### src/rtl/cla_serial_adder_ctrl.sv
// Multi-cycle WIDTH-bit add/subtract that reuses one 4-bit carry-lookahead slice,
// processing one nibble per clock from LSB to MSB behind a start/busy/done handshake.

module cla_4bit (
    input  logic [3:0] a_i,
    input  logic [3:0] b_i,
    input  logic       cin_i,
    output logic [3:0] sum_o,
    output logic       gout_o,
    output logic       pout_o
);
    logic [3:0] g_s;
    logic [3:0] p_s;
    logic [4:0] c_s;

    // Lookahead carries are expanded explicitly so no carry ripples through the slice.
    always_comb begin
        g_s    = a_i & b_i;
        p_s    = a_i ^ b_i;
        c_s[0] = cin_i;
        c_s[1] = g_s[0] | (p_s[0] & cin_i);
        c_s[2] = g_s[1] | (p_s[1] & g_s[0]) | (p_s[1] & p_s[0] & cin_i);
        c_s[3] = g_s[2] | (p_s[2] & g_s[1]) | (p_s[2] & p_s[1] & g_s[0])
               | (p_s[2] & p_s[1] & p_s[0] & cin_i);
        gout_o = g_s[3] | (p_s[3] & g_s[2]) | (p_s[3] & p_s[2] & g_s[1])
               | (p_s[3] & p_s[2] & p_s[1] & g_s[0]);
        pout_o = &p_s;
        c_s[4] = gout_o | (pout_o & cin_i);
        sum_o  = p_s ^ c_s[3:0];
    end
endmodule

module cla_serial_adder_ctrl #(
    parameter int WIDTH = 32
) (
    input  logic             clk,
    input  logic             rst,
    input  logic             start,
    input  logic             sub,
    input  logic [WIDTH-1:0] a,
    input  logic [WIDTH-1:0] b,
    output logic             busy,
    output logic             done,
    output logic [WIDTH-1:0] result,
    output logic             cout,
    output logic             overflow,
    output logic             zero
);
    localparam int NIB   = WIDTH / 4;
    localparam int IDX_W = (NIB > 1) ? $clog2(NIB) : 1;
    localparam logic [IDX_W-1:0] LAST_IDX = IDX_W'(NIB - 1);

    typedef enum logic [1:0] {
        S_IDLE = 2'd0,
        S_RUN  = 2'd1,
        S_DONE = 2'd2
    } state_t;

    state_t           state_q, state_d;
    logic [IDX_W-1:0] idx_q, idx_d;
    logic             carry_q, carry_d;
    logic [WIDTH-1:0] opa_q, opa_d;
    logic [WIDTH-1:0] opb_q, opb_d;
    logic [WIDTH-1:0] result_q, result_d;
    logic             cout_q, cout_d;
    logic             ovf_q, ovf_d;
    logic             zero_q, zero_d;
    logic             busy_q, busy_d;
    logic             done_q, done_d;

    logic [3:0]       slice_sum_s;
    logic             slice_g_s;
    logic             slice_p_s;

    cla_4bit u_slice (
        .a_i    (opa_q[{idx_q, 2'b00} +: 4]),
        .b_i    (opb_q[{idx_q, 2'b00} +: 4]),
        .cin_i  (carry_q),
        .sum_o  (slice_sum_s),
        .gout_o (slice_g_s),
        .pout_o (slice_p_s)
    );

    // Next-state and datapath update; subtraction is a + ~b + 1 with the +1 as initial carry.
    always_comb begin
        state_d  = state_q;
        idx_d    = idx_q;
        carry_d  = carry_q;
        opa_d    = opa_q;
        opb_d    = opb_q;
        result_d = result_q;
        cout_d   = cout_q;
        ovf_d    = ovf_q;
        zero_d   = zero_q;
        case (state_q)
            S_IDLE: begin
                if (start) begin
                    opa_d    = a;
                    opb_d    = sub ? ~b : b;
                    carry_d  = sub;
                    idx_d    = '0;
                    result_d = '0;
                    cout_d   = 1'b0;
                    ovf_d    = 1'b0;
                    zero_d   = 1'b0;
                    state_d  = S_RUN;
                end else begin
                    state_d = S_IDLE;
                end
            end
            S_RUN: begin
                result_d[{idx_q, 2'b00} +: 4] = slice_sum_s;
                carry_d = slice_g_s | (slice_p_s & carry_q);
                if (idx_q == LAST_IDX) begin
                    state_d = S_DONE;
                    cout_d  = carry_d;
                    ovf_d   = (opa_q[WIDTH-1] == opb_q[WIDTH-1])
                            & (result_d[WIDTH-1] != opa_q[WIDTH-1]);
                    zero_d  = (result_d == '0);
                end else begin
                    idx_d = idx_q + 1'b1;
                end
            end
            S_DONE: begin
                state_d = S_IDLE;
            end
            default: begin
                state_d = S_IDLE;
            end
        endcase
        busy_d = (state_d == S_RUN);
        done_d = (state_d == S_DONE);
    end

    // State and output registers; reset abandons any in-flight operation.
    always_ff @(posedge clk or posedge rst) begin
        if (rst) begin
            state_q  <= S_IDLE;
            idx_q    <= '0;
            carry_q  <= 1'b0;
            opa_q    <= '0;
            opb_q    <= '0;
            result_q <= '0;
            cout_q   <= 1'b0;
            ovf_q    <= 1'b0;
            zero_q   <= 1'b0;
            busy_q   <= 1'b0;
            done_q   <= 1'b0;
        end else begin
            state_q  <= state_d;
            idx_q    <= idx_d;
            carry_q  <= carry_d;
            opa_q    <= opa_d;
            opb_q    <= opb_d;
            result_q <= result_d;
            cout_q   <= cout_d;
            ovf_q    <= ovf_d;
            zero_q   <= zero_d;
            busy_q   <= busy_d;
            done_q   <= done_d;
        end
    end

    assign busy     = busy_q;
    assign done     = done_q;
    assign result   = result_q;
    assign cout     = cout_q;
    assign overflow = ovf_q;
    assign zero     = zero_q;
endmodule

### config.mk
export PLATFORM = sky130hd
export DESIGN_NAME = cla_serial_adder_ctrl
export DESIGN_NICKNAME = d
export VERILOG_FILES = /design/src/rtl/cla_serial_adder_ctrl.sv
export SDC_FILE = /design/constraint.sdc
export NUM_CORES = 1
export LEC_CHECK = 0
export ABC_CLOCK_PERIOD_IN_PS = 5000
export BUFFER_PORTS_ARGS = -buffer_cell sky130_fd_sc_hd__buf_2
export CAP_MARGIN = 20
export CORE_ASPECT_RATIO = 0.7
export CORE_UTILIZATION = 50
export CTS_CLUSTER_SIZE = 16
export DETAILED_ROUTE_END_ITERATION = 12
export PLACE_DENSITY = 0.73
export SKIP_CTS_REPAIR_TIMING = 1
export SYNTH_ARGS = -nofsm -noshare
export SYNTH_HDL_FRONTEND = slang
export SYNTH_HIERARCHICAL = 1
export SYNTH_SLANG_ARGS = --single-unit
### constraint.sdc
create_clock -name clk -period 5 [get_ports clk]
set_clock_uncertainty 0.05 [all_clocks]
set_input_delay 1 -clock clk [delete_from_list [all_inputs] [get_ports clk]]
set_output_delay 1 -clock clk [all_outputs]
set_load 0.05 [all_outputs]
==> results.ini, run 1 <==
[run_status]
status = completed

[hold_path]
hold_path_class = reg2reg

[floorplan]
rows = 31
initial_utilization_pct = 52.1
boundaryPins = 105
fp.dieArea_sq_um = 11300
core_sq_um = 10500
die_width_um = 127
die_y_um = 89.4

[synthesis]
synth_area_sq_um = 5460
avgSynthCellArea_sq_um = 11.0
yosys.area.top_type = dfrtp_1
synth_cell_type_count = 50
synthesis.nets = 575
ys_ff_latch = 107
ys_top_cells_by_area = dfrtp_1 (49%), mux2_2 (6.8%), mux4_2 (6.6%)
ys_warn_count = 6
synthCells = 494
seq_area_frac_synth_pct = 49.1
synth_top_area_share_pct = 49.1

[grt]
busiest_layer = met1
use_met3_pct = 6.10
use_met2_pct = 34.3
grt.met1_usage_pct = 36.5
grt_pass1_vias = 3959
antenna_found_initial = 0
grt_max_degree = 79
grt_pass1_wl_um = 20700
grt_overflow = 0
grt_usage_pct = 24.2

[sta]
slew_headroom_pct = 37.0
fmax_mhz = 258
worst_pin_slew_ns = 0.945
grt_setup_unrepaired = false
slew_violations = 0
setup_violations = 0
post-route-period-util_pct = 77.4
fin_tns_setup_ns = 0
fin_crit_ns = 3.87
final_hold_viol_count = 0

[route]
wl_per_cell_um = 17.8
dr.pass1.iters = 5
wirelength_um = 12900
avgViaCountPerCell = 5.79
drtAntennaViolNets = 0
first_iter_violations = 260
route.vias.total = 4200
drc_errors = 0

[critical_path]
crit_slowest_cell = mux4_2
cp_top_family = simple AND/OR/NAND/NOR gates
path_max_fanout = 27
critical_path_arrival_ns = 4.10
end_kind = register
cp.buffers_inverters = 2
critical_path_class = reg2reg
crit_chain = buf_4 -> mux4_2 -> nand2_1 -> nand2_1 -> ha_1 -> a21oi_1 -> nand3_1 -> xor2_1 -> buf_4 -> o31ai_1 -> o21ai_1 -> or4_1 -> nor4_2 -> a22o_1
startpoint_type = register
cp.required_ns = 5.23
slowest_delay_ns = 0.56

[cells_and_area]
final_common_cell = dfrtp_1
n_antenna_cell = 0
areaGrowthSynthToFinish_pct = 16.6
nets = 670
drive_gt1_share_pct = 32.0
final_cell_mix = dfrtp_1 (107), buf_2 (104), nor2_1 (54)
fill_cells = 893

[place]
gp_congestion = 0.853
port_buffers = 104
post-dp-hpwl_um = 9280

[clock_tree]
insertion_delay_ns = 0.34
cts.clk_slew.worst_paths_ns = 0.07
cts-buffers-inserted = 9
cts_root_buf = clkbuf_16
htree_levels = 3
cts_buffer_depth = 2
cts.sinks = 107
cts_tree = built

[run]
cap_violations = 0

-- metrics by stage --
stage | utilization (%) | worst slack, ns | hold WS [ns] | cell area (sq um) | std cells
after floorplan | - | 1.13 | 0.425 | 5460 | 494
after global placement | 58.1 | 1.29 | 0.435 | 6080 | 709
after detailed placement | 58.1 | 1.11 | 0.437 | 6080 | 709
after CTS | 60.7 | 1.07 | 0.451 | 6350 | 724
after global routing | 60.7 | 0.818 | 0.477 | 6360 | 725
final | 60.7 | 1.13 | 0.449 | 6360 | 725
-- cells by family (layout without fill, tap and decap cells) --
| logic type | after synthesis | in the layout | synth area share, % |
|---|---|---|---|
| flip-flops | 107 | 107 | 49.1 |
| adder cells (fa/ha/maj) | 13 | 13 | 3.12 |
| AND/OR/NAND/NOR | 143 | 143 | 12.2 |
| AO/OA/AOI/OAI | 104 | 104 | 12.8 |
| buffers and inverters | 38 | 137 | 2.82 |
| multiplexers | 54 | 54 | 14.4 |
| XOR/XNOR | 35 | 35 | 5.62 |
-- cells in the mapped netlist, drive strengths merged --
| cell | count |
|---|---|
| dfrtp | 107 |
| nor2 | 54 |
| nand2 | 53 |
| a21oi | 37 |
| mux2 | 34 |
| xnor2 | 34 |
| a22o | 30 |
| o21ai | 19 |
| clkbuf | 18 |
| mux4 | 16 |
| ha | 12 |
| buf | 10 |
| inv | 10 |
| nand3 | 7 |
| nor3 | 5 |
| nor4 | 5 |
| a21o | 4 |
| mux2i | 4 |
| nor3b | 4 |
| nand4 | 3 |
| o31ai | 3 |
| a211oi | 2 |
| nand2b | 2 |
| o211ai | 2 |
| o41ai | 2 |
| or2 | 2 |
| or3 | 2 |
| a211o | 1 |
| a21boi | 1 |
| a222oi | 1 |
| a31o | 1 |
| and3 | 1 |
| and3b | 1 |
| and4 | 1 |
| fa | 1 |
| nor2b | 1 |
| nor4b | 1 |
| o311ai | 1 |
| or4 | 1 |
| xor2 | 1 |
-- final timing paths --
| check | startpoint | to | slack [ns] | cells past startpoint |
|---|---|---|---|---|
| max | idx_q[0] | zero | 1.13 | 14 |
| min | cout | cout | 0.45 | 2 |
| max reg2reg | idx_q[0] | zero | 1.13 | 14 |
| min reg2reg | cout | cout | 0.45 | 2 |
| max in group asynchronous | rst | opb_q[12] | 3.11 | 3 |
| min in group asynchronous | rst | opa_q[9] | 0.84 | 2 |
-- worst reg2reg max path, cell delays in order, from the launching register on --
cell and delay, ns:
dfrtp_1 0.32, buf_4 0.38, mux4_2 0.57, nand2_1 0.08, nand2_1 0.07, ha_1 0.37, a21oi_1 0.27, nand3_1 0.16
xor2_1 0.19, buf_4 0.20, o31ai_1 0.22, o21ai_1 0.08, or4_1 0.56, nor4_2 0.15, a22o_1 0.15
-- per-layer routing --
metal / share of wire, % / wire, um
met1: 49 / 6340
met2: 43 / 5580
met3: 6.9 / 886
met4: 0.90 / 116
met5: 0 / 0
-- flip-flops by register name, summed over array words and instances, names as in the netlist --
| name | count |
|---|---|
| result | 32 |
| carry_q | 1 |
| idx_q | 3 |
| done | 1 |
| zero | 1 |
| cout | 1 |
| state_q | 2 |
| busy | 1 |
| opb_q | 32 |
| opa_q | 32 |
| overflow | 1 |
-- final cells by class --
| class | instances | area (sq um) | area share (%) |
|---|---|---|---|
| inverters | 10 | 40.0 | 0.629 |
| well taps | 132 | 165 | 2.60 |
| clock buffers | 10 | 239 | 3.76 |
| multi-input cells | 349 | 2630 | 41.3 |
| clock inverters | 5 | 30.0 | 0.472 |
| flip-flops and latches | 107 | 2680 | 42.1 |
| repair buffers | 112 | 581 | 9.13 |
Power of run 1 is left out: the tool's default activity adds up to more than one toggle a clock period on the data nets, which glitch-free logic cannot reach.
==> run 2, diff against run 1 <==
- ABC_AREA: default -> 1
- ABC_CLOCK_PERIOD_IN_PS: 5000 -> 3700
- clock period: 5 -> 3.7 ns (I/O delays scaled with it)
==> results.ini, run 2 <==
[run_status]
status = completed  ; unchanged

[run]
cap_violations = 0  ; unchanged

[route]
wl_per_cell_um = 15.6  ; was 17.8 um
wl_met3_um = 1490  ; was 886 um
first_iter_violations = 471  ; was 260
maxUsedRoutingLayer = met4  ; unchanged
route.met2.wl_um = 6320  ; was 5580 um
wirelength_um = 15600  ; was 12900 um
avgViaCountPerCell = 5.37  ; was 5.79
dr.pass1.iters = 5  ; unchanged
drtAntennaViolNets = 0  ; unchanged
route.vias.total = 5366  ; was 4200
drc_errors = 0  ; unchanged
m1WireLength_um = 7590  ; was 6340 um

[synthesis]
yosys.area.top_type = dfrtp_1  ; unchanged
synth_cell_type_count = 30  ; was 50
synth_area_sq_um = 5760  ; was 5460 sq um
avgSynthCellArea_sq_um = 7.64  ; was 11.0 sq um
synth_top_family_by_area = simple AND/OR/NAND/NOR gates  ; was multiplexers
ys_warn_count = 6  ; unchanged
synthAdderAreaFrac_pct = 2.95  ; was 3.12%
ys_top_cells_by_area = dfrtp_1 (46%), nand2_1 (16%), o21ai_0 (6.7%)  ; was dfrtp_1 (49%), mux2_2 (6.8%), mux4_2 (6.6%)
synthSimpleGateAreaFrac_pct = 25.9  ; was 12.2%
synthCells = 754  ; was 494
synth_compound_area_share_pct = 12.7  ; was 12.8%
synth_edf_count = 0  ; unchanged
synth_mux_area_share_pct = 0  ; was 14.4%
seq_area_frac_synth_pct = 46.5  ; was 49.1%
synthesis.nets = 835  ; was 575
synth_common_cells = nand2_1 (240), dfrtp_1 (107), o21ai_0 (77)  ; was dfrtp_1 (107), nor2_1 (54), nand2_1 (53)
synth_top_area_share_pct = 46.5  ; was 49.1%
async_flop_share_pct = 100  ; unchanged
ys_ff_latch = 107  ; unchanged
synthXorXnorAreaFrac_pct = 5.02  ; was 5.62%
synth_flop_cell = dfrtp_1  ; unchanged
post-synth-top-count-cell = nand2_1  ; was dfrtp_1

[clock_tree]
cts_tree = built  ; unchanged
cts-buffers-inserted = 9  ; unchanged
insertion_delay_ns = 0.35  ; was 0.34 ns
cts.sinks = 107  ; unchanged
htree_levels = 3  ; unchanged
cts_root_buf = clkbuf_16  ; unchanged
cts.clk_slew.worst_paths_ns = 0.07  ; about the same
cts_buffer_depth = 2  ; unchanged

[cells_and_area]
final_cell_mix = nand2_1 (240), dfrtp_1 (107), buf_2 (104)  ; was dfrtp_1 (107), buf_2 (104), nor2_1 (54)
areaGrowthSynthToFinish_pct = 16.7  ; was 16.6%
nets = 923  ; was 670
final_common_cell = nand2_1  ; was dfrtp_1
fill_cells = 1044  ; was 893
n_antenna_cell = 0  ; unchanged
drive_gt1_share_pct = 17.5  ; was 32.0%
final_util_pct = 60.4  ; was 60.7%

[sta]
fmax_mhz = 301  ; was 258 MHz
fin_crit_ns = 3.33  ; was 3.87 ns
final_hold_viol_count = 0  ; unchanged
worst_pin_slew_ns = 0.910  ; was 0.945 ns
setup_violations = 0  ; unchanged
slew_violations = 0  ; unchanged
grt_setup_unrepaired = false  ; unchanged
setup_slack_ns = 0.375  ; was 1.13 ns
fin_tns_setup_ns = 0  ; unchanged
post-route-period-util_pct = 89.9  ; was 77.4%
slew_headroom_pct = 39.4  ; was 37.0%

[critical_path]
critical_path_class = reg2reg  ; unchanged
cp.required_ns = 3.89  ; was 5.23 ns
r2r-start = idx_q[1]  ; was idx_q[0]
end_kind = register  ; unchanged
rr_worst_depth = 17  ; was 14
startpoint_type = register  ; unchanged
rrSetupSlack_ns = 0.37  ; was 1.13 ns
critical_path_arrival_ns = 3.52  ; was 4.10 ns
path_max_fanout = 25  ; was 27
r2r_end = zero  ; unchanged

[floorplan]
core_sq_um = 11100  ; was 10500 sq um
die_y_um = 91.8  ; was 89.4 um
fp.dieArea_sq_um = 12000  ; was 11300 sq um
boundaryPins = 105  ; unchanged
die_width_um = 130  ; was 127 um
initial_utilization_pct = 51.8  ; was 52.1%
rows = 32  ; was 31

[place]
port_buffers = 104  ; unchanged
place_ws_ns = 0.342  ; was 1.11 ns
gp_congestion = 0.998  ; was 0.853
post-dp-hpwl_um = 11500  ; was 9280 um

[power_and_ir_drop]
p_per_area_nw_per_um2 = 1080
total_power_uw = 7270
p_leak_uw = 0.00349
ir_drop_v = 0.000464

[grt]
grt_overflow = 0  ; unchanged
grt_max_degree = 85  ; was 79
antenna_found_initial = 0  ; unchanged
grt_pass1_vias = 4978  ; was 3959
grt_usage_pct = 27.7  ; was 24.2%
grt_pass1_wl_um = 25200  ; was 20700 um

[hold_path]
hold_path_class = in2async  ; was reg2reg

run 2: changes by cell type in the layout (fill, tap and decap cells not counted), moves of 5 or more:
cell,delta
mux4_2,-16
inv_1,+44
a21oi_1,-31
a22o_1,-30
nand3_1,+36
o22ai_1,+32
nor2_1,+18
nand2_1,+187
o21ai_0,+59
nand2_2,+5
a31oi_1,+8
mux2_2,-33
run 2: worst max-delay path by stage:
| stage | from | to | slack, ns | depth (start not counted) |
|---|---|---|---|---|
| after floorplan | rst | busy | 0.09 | 1 |
| after global placement | idx_q[1] | zero | 0.28 | 17 |
| after detailed placement | idx_q[1] | zero | 0.34 | 17 |
| after global routing | idx_q[0] | zero | 0.04 | 19 |
| after CTS | idx_q[0] | zero | 0.32 | 17 |
| final | idx_q[1] | zero | 0.37 | 17 |
run 2: metal layers:
layer,global-route usage [%],vias to the layer above
li1,-,2607
met1,43.4,2492
met2,38.7,252
met3,5.25,15
met4,6.69,0
met5,0,-
run 2: area by class of cell:
| type | instances | area, sq um | area share [%] |
|---|---|---|---|
| clock buffer | 11 | 243 | 3.61 |
| sequential | 107 | 2680 | 39.8 |
| inverter | 59 | 229 | 3.40 |
| multi-input combinational | 548 | 2700 | 40.1 |
| tap | 153 | 191 | 2.85 |
| clock inverter | 5 | 42.5 | 0.633 |
| timing repair buffer | 117 | 646 | 9.60 |
run 2: where the power goes:
| group | switching [uW] | leakage [uW] | internal (uW) |
|---|---|---|---|
| Clock | 447 | 0.000137 | 484 |
| Sequential | 347 | 0.00135 | 1680 |
| Combinational | 3040 | 0.00200 | 1270 |
run 2: cell families (layout without fill, tap and decap cells):
kind of cell             count (synthesis)  after routing
buffers and inverters                   99            192
adder cells (fa/ha/maj)                 13             13
AND/OR/NAND/NOR                        370            370
AO/OA/AOI/OAI                          132            132
flip-flops                             107            107
XOR/XNOR                                33             33
run 2: per-stage QoR:
| stage | instance area [sq um] | hold WS (ns) | cells |
|---|---|---|---|
| detailed placement | 6400 | 0.415 | 983 |
| finish | 6730 | 0.246 | 1000 |
| global placement | 6400 | 0.409 | 983 |
| global route | 6730 | 0.254 | 1000 |
| floorplan | 5760 | 0.394 | 754 |
| CTS | 6690 | 0.433 | 999 |
run 2: worst max-delay path: stages, from the launching register on:
cell and delay [ns]:
dfrtp_1 0.42, buf_6 0.24, o21ai_0 0.13, o22ai_1 0.19, nor2_1 0.06, a31oi_1 0.21
inv_1 0.09, fa_1 0.44, xnor2_1 0.22, inv_1 0.15, nor2_1 0.18, nand3_1 0.13
o21ai_1 0.31, nor2_1 0.09, nand2_1 0.14, nor2_1 0.06, nand2_1 0.05, nand2_1 0.04
Note: power is estimated with default switching activity, not from simulation.
==> run 3, diff against run 2 <==
- ABC_CLOCK_PERIOD_IN_PS: 3700 -> 3420
- SLEW_MARGIN: default -> 20
- clock period: 3.7 -> 3.42 ns (I/O delays scaled with it)
==> results.ini, run 3 (synthesis gave the netlist of run 2 again) <==
[power_and_ir_drop]
ir_drop_v = 0.000494  ; was 0.000464 V
p_leak_uw = 0.00355  ; was 0.00349 uW
total_power_uw = 8120  ; was 7270 uW
p_per_area_nw_per_um2 = 1180  ; was 1080 nW/um^2

[route]
dr.pass1.iters = 5  ; unchanged
wirelength_um = 15100  ; was 15600 um
drc_errors = 0  ; unchanged
wl_per_cell_um = 15.1  ; was 15.6 um
first_iter_violations = 451  ; was 471
avgViaCountPerCell = 5.36  ; was 5.37
route.vias.total = 5393  ; was 5366
drtAntennaViolNets = 0  ; unchanged

[place]
dp.cells = 987  ; was 983
port_buffers = 104  ; unchanged
post-dp-hpwl_um = 11200  ; was 11500 um
gp_congestion = 1.01  ; was 0.998

[cells_and_area]
areaGrowthSynthToFinish_pct = 18.9  ; was 16.7%
nets = 929  ; was 923
final_util_pct = 61.6  ; was 60.4%
final_common_cell = nand2_1  ; unchanged
n_antenna_cell = 0  ; unchanged
drive_gt1_share_pct = 19.0  ; was 17.5%
final_cell_count_no_fill = 1006  ; was 1000
final_cell_mix = nand2_1 (240), dfrtp_1 (106), buf_2 (104)  ; was nand2_1 (240), dfrtp_1 (107), buf_2 (104)

[floorplan]
die_width_um = 130  ; unchanged
core_sq_um = 11100  ; unchanged
boundaryPins = 105  ; unchanged
die_y_um = 91.8  ; unchanged
rows = 32  ; unchanged
fp.dieArea_sq_um = 12000  ; unchanged
initial_utilization_pct = 51.8  ; unchanged

[sta]
worst_pin_slew_ns = 0.915  ; was 0.910 ns
fin_crit_ns = 3.20  ; was 3.33 ns
post-route-period-util_pct = 93.6  ; was 89.9%
fin_hold_ws_ns = 0.422  ; was 0.246 ns
setup_violations = 0  ; unchanged
fmax_mhz = 312  ; was 301 MHz
slew_violations = 0  ; unchanged
final_hold_viol_count = 0  ; unchanged
slew_headroom_pct = 39.0  ; was 39.4%

[critical_path]
crit_slowest_cell = dfrtp_2  ; was fa_1
critical_path_arrival_ns = 3.44  ; was 3.52 ns
crit_chain = buf_12 -> o21ai_0 -> o22ai_1 -> nor2_1 -> a31oi_1 -> ha_1 -> a21oi_1 -> nand2_1 -> nand2_1 -> nand2_1 -> inv_1 -> nor2_1 -> nand2_1 -> nand3_1 -> nand2_1 -> nand2_1 -> nor2_2 -> nand3_1 -> nor2_1 -> nand2_1 -> nand2_1  ; was buf_6 -> o21ai_0 -> o22ai_1 -> nor2_1 -> a31oi_1 -> inv_1 -> fa_1 -> xnor2_1 -> inv_1 -> nor2_1 -> nand3_1 -> o21ai_1 -> nor2_1 -> nand2_1 -> nor2_1 -> nand2_1 -> nand2_1
path_max_fanout = 15  ; was 25
cp.required_ns = 3.66  ; was 3.89 ns
slowest_delay_ns = 0.49  ; was 0.44 ns
startpoint_type = register  ; unchanged
cp_common_cell = nand2_1  ; was nor2_1
critical_path_class = reg2reg  ; unchanged
end_kind = register  ; unchanged

[clock_tree]
insertion_delay_ns = 0.35  ; about the same
cts_buffer_depth = 2  ; unchanged
cts_root_buf = clkbuf_16  ; unchanged
cts_tree = built  ; unchanged
cts.clk_slew.worst_paths_ns = 0.07  ; about the same
cts.sinks = 107  ; unchanged
htree_levels = 3  ; unchanged
cts-buffers-inserted = 9  ; unchanged

[grt]
antenna_found_initial = 0  ; unchanged
grt_overflow = 0  ; unchanged
grt_usage_pct = 27.3  ; was 27.7%
grt_pass1_wl_um = 25300  ; was 25200 um
grt_max_degree = 77  ; was 85
grt_pass1_vias = 5042  ; was 4978

[run_status]
status = completed  ; unchanged

[hold_path]
hold_path_class = in2async  ; unchanged

[run]
cap_violations = 0  ; unchanged

[run 3: cell types whose count changed in the layout (fill, tap and decap cells not counted), moves of 2 or more]
cell    change
buf_12      +3
nor2_1      -2
inv_2       +2
inv_8       +2
buf_4       +5
buf_6       -2
[run 3: metrics by stage]
step	worst slack (ns)	instance area [sq um]	setup TNS (ns)
detailed placement	0.102	6440	0
global placement	0.128	6440	0
floorplan	0.526	5770	0
CTS	0.0764	6750	0
finish	0.218	6850	0
global route	-0.0251	6850	-0.0251
[run 3: report_power, final]
group / internal (uW) / switching (uW) / total (uW)
Clock: 580 / 492 / 1070
Combinational: 1530 / 3320 / 4850
Sequential: 1820 / 369 / 2190
[run 3: worst paths after layout]
check / slack, ns / end / cells past startpoint / startpoint
worst min-delay path: 0.42 / zero / 2 / rst
max in group asynchronous: 2.06 / idx_q[0] / 3 / rst
worst max-delay path: 0.22 / zero / 21 / idx_q[0]
worst min register to register: 0.44 / opa_q[6] / 2 / opa_q[6]
worst max register to register: 0.22 / zero / 21 / idx_q[0]
min in group clk: 0.44 / opa_q[6] / 2 / opa_q[6]
[run 3: layout make-up]
| type | count | area (sq um) |
|---|---|---|
| fill | 1038 | 4280 |
| multi-input combinational | 548 | 2720 |
| sequential | 107 | 2680 |
| timing repair buffer | 123 | 718 |
| inverter | 59 | 233 |
| clock buffer | 9 | 225 |
| tap | 153 | 191 |
| clock inverter | 7 | 81.3 |
[run 3: worst max-delay path, delay by kind of cell (launching register included)]
family          cells  cell delay, ns
simple gates       14            1.26
flops               1            0.49
fa+ha+maj           1            0.42
compound gates      4            0.60
buf+inv             2            0.32
[run 3: routing by layer]
metal	routed length [um]	vias up	track usage, %
li1	-	2629	-
met1	7430	2510	42.8
met2	6200	237	37.7
met3	1340	17	6.18
met4	179	0	6.20
met5	0	-	0
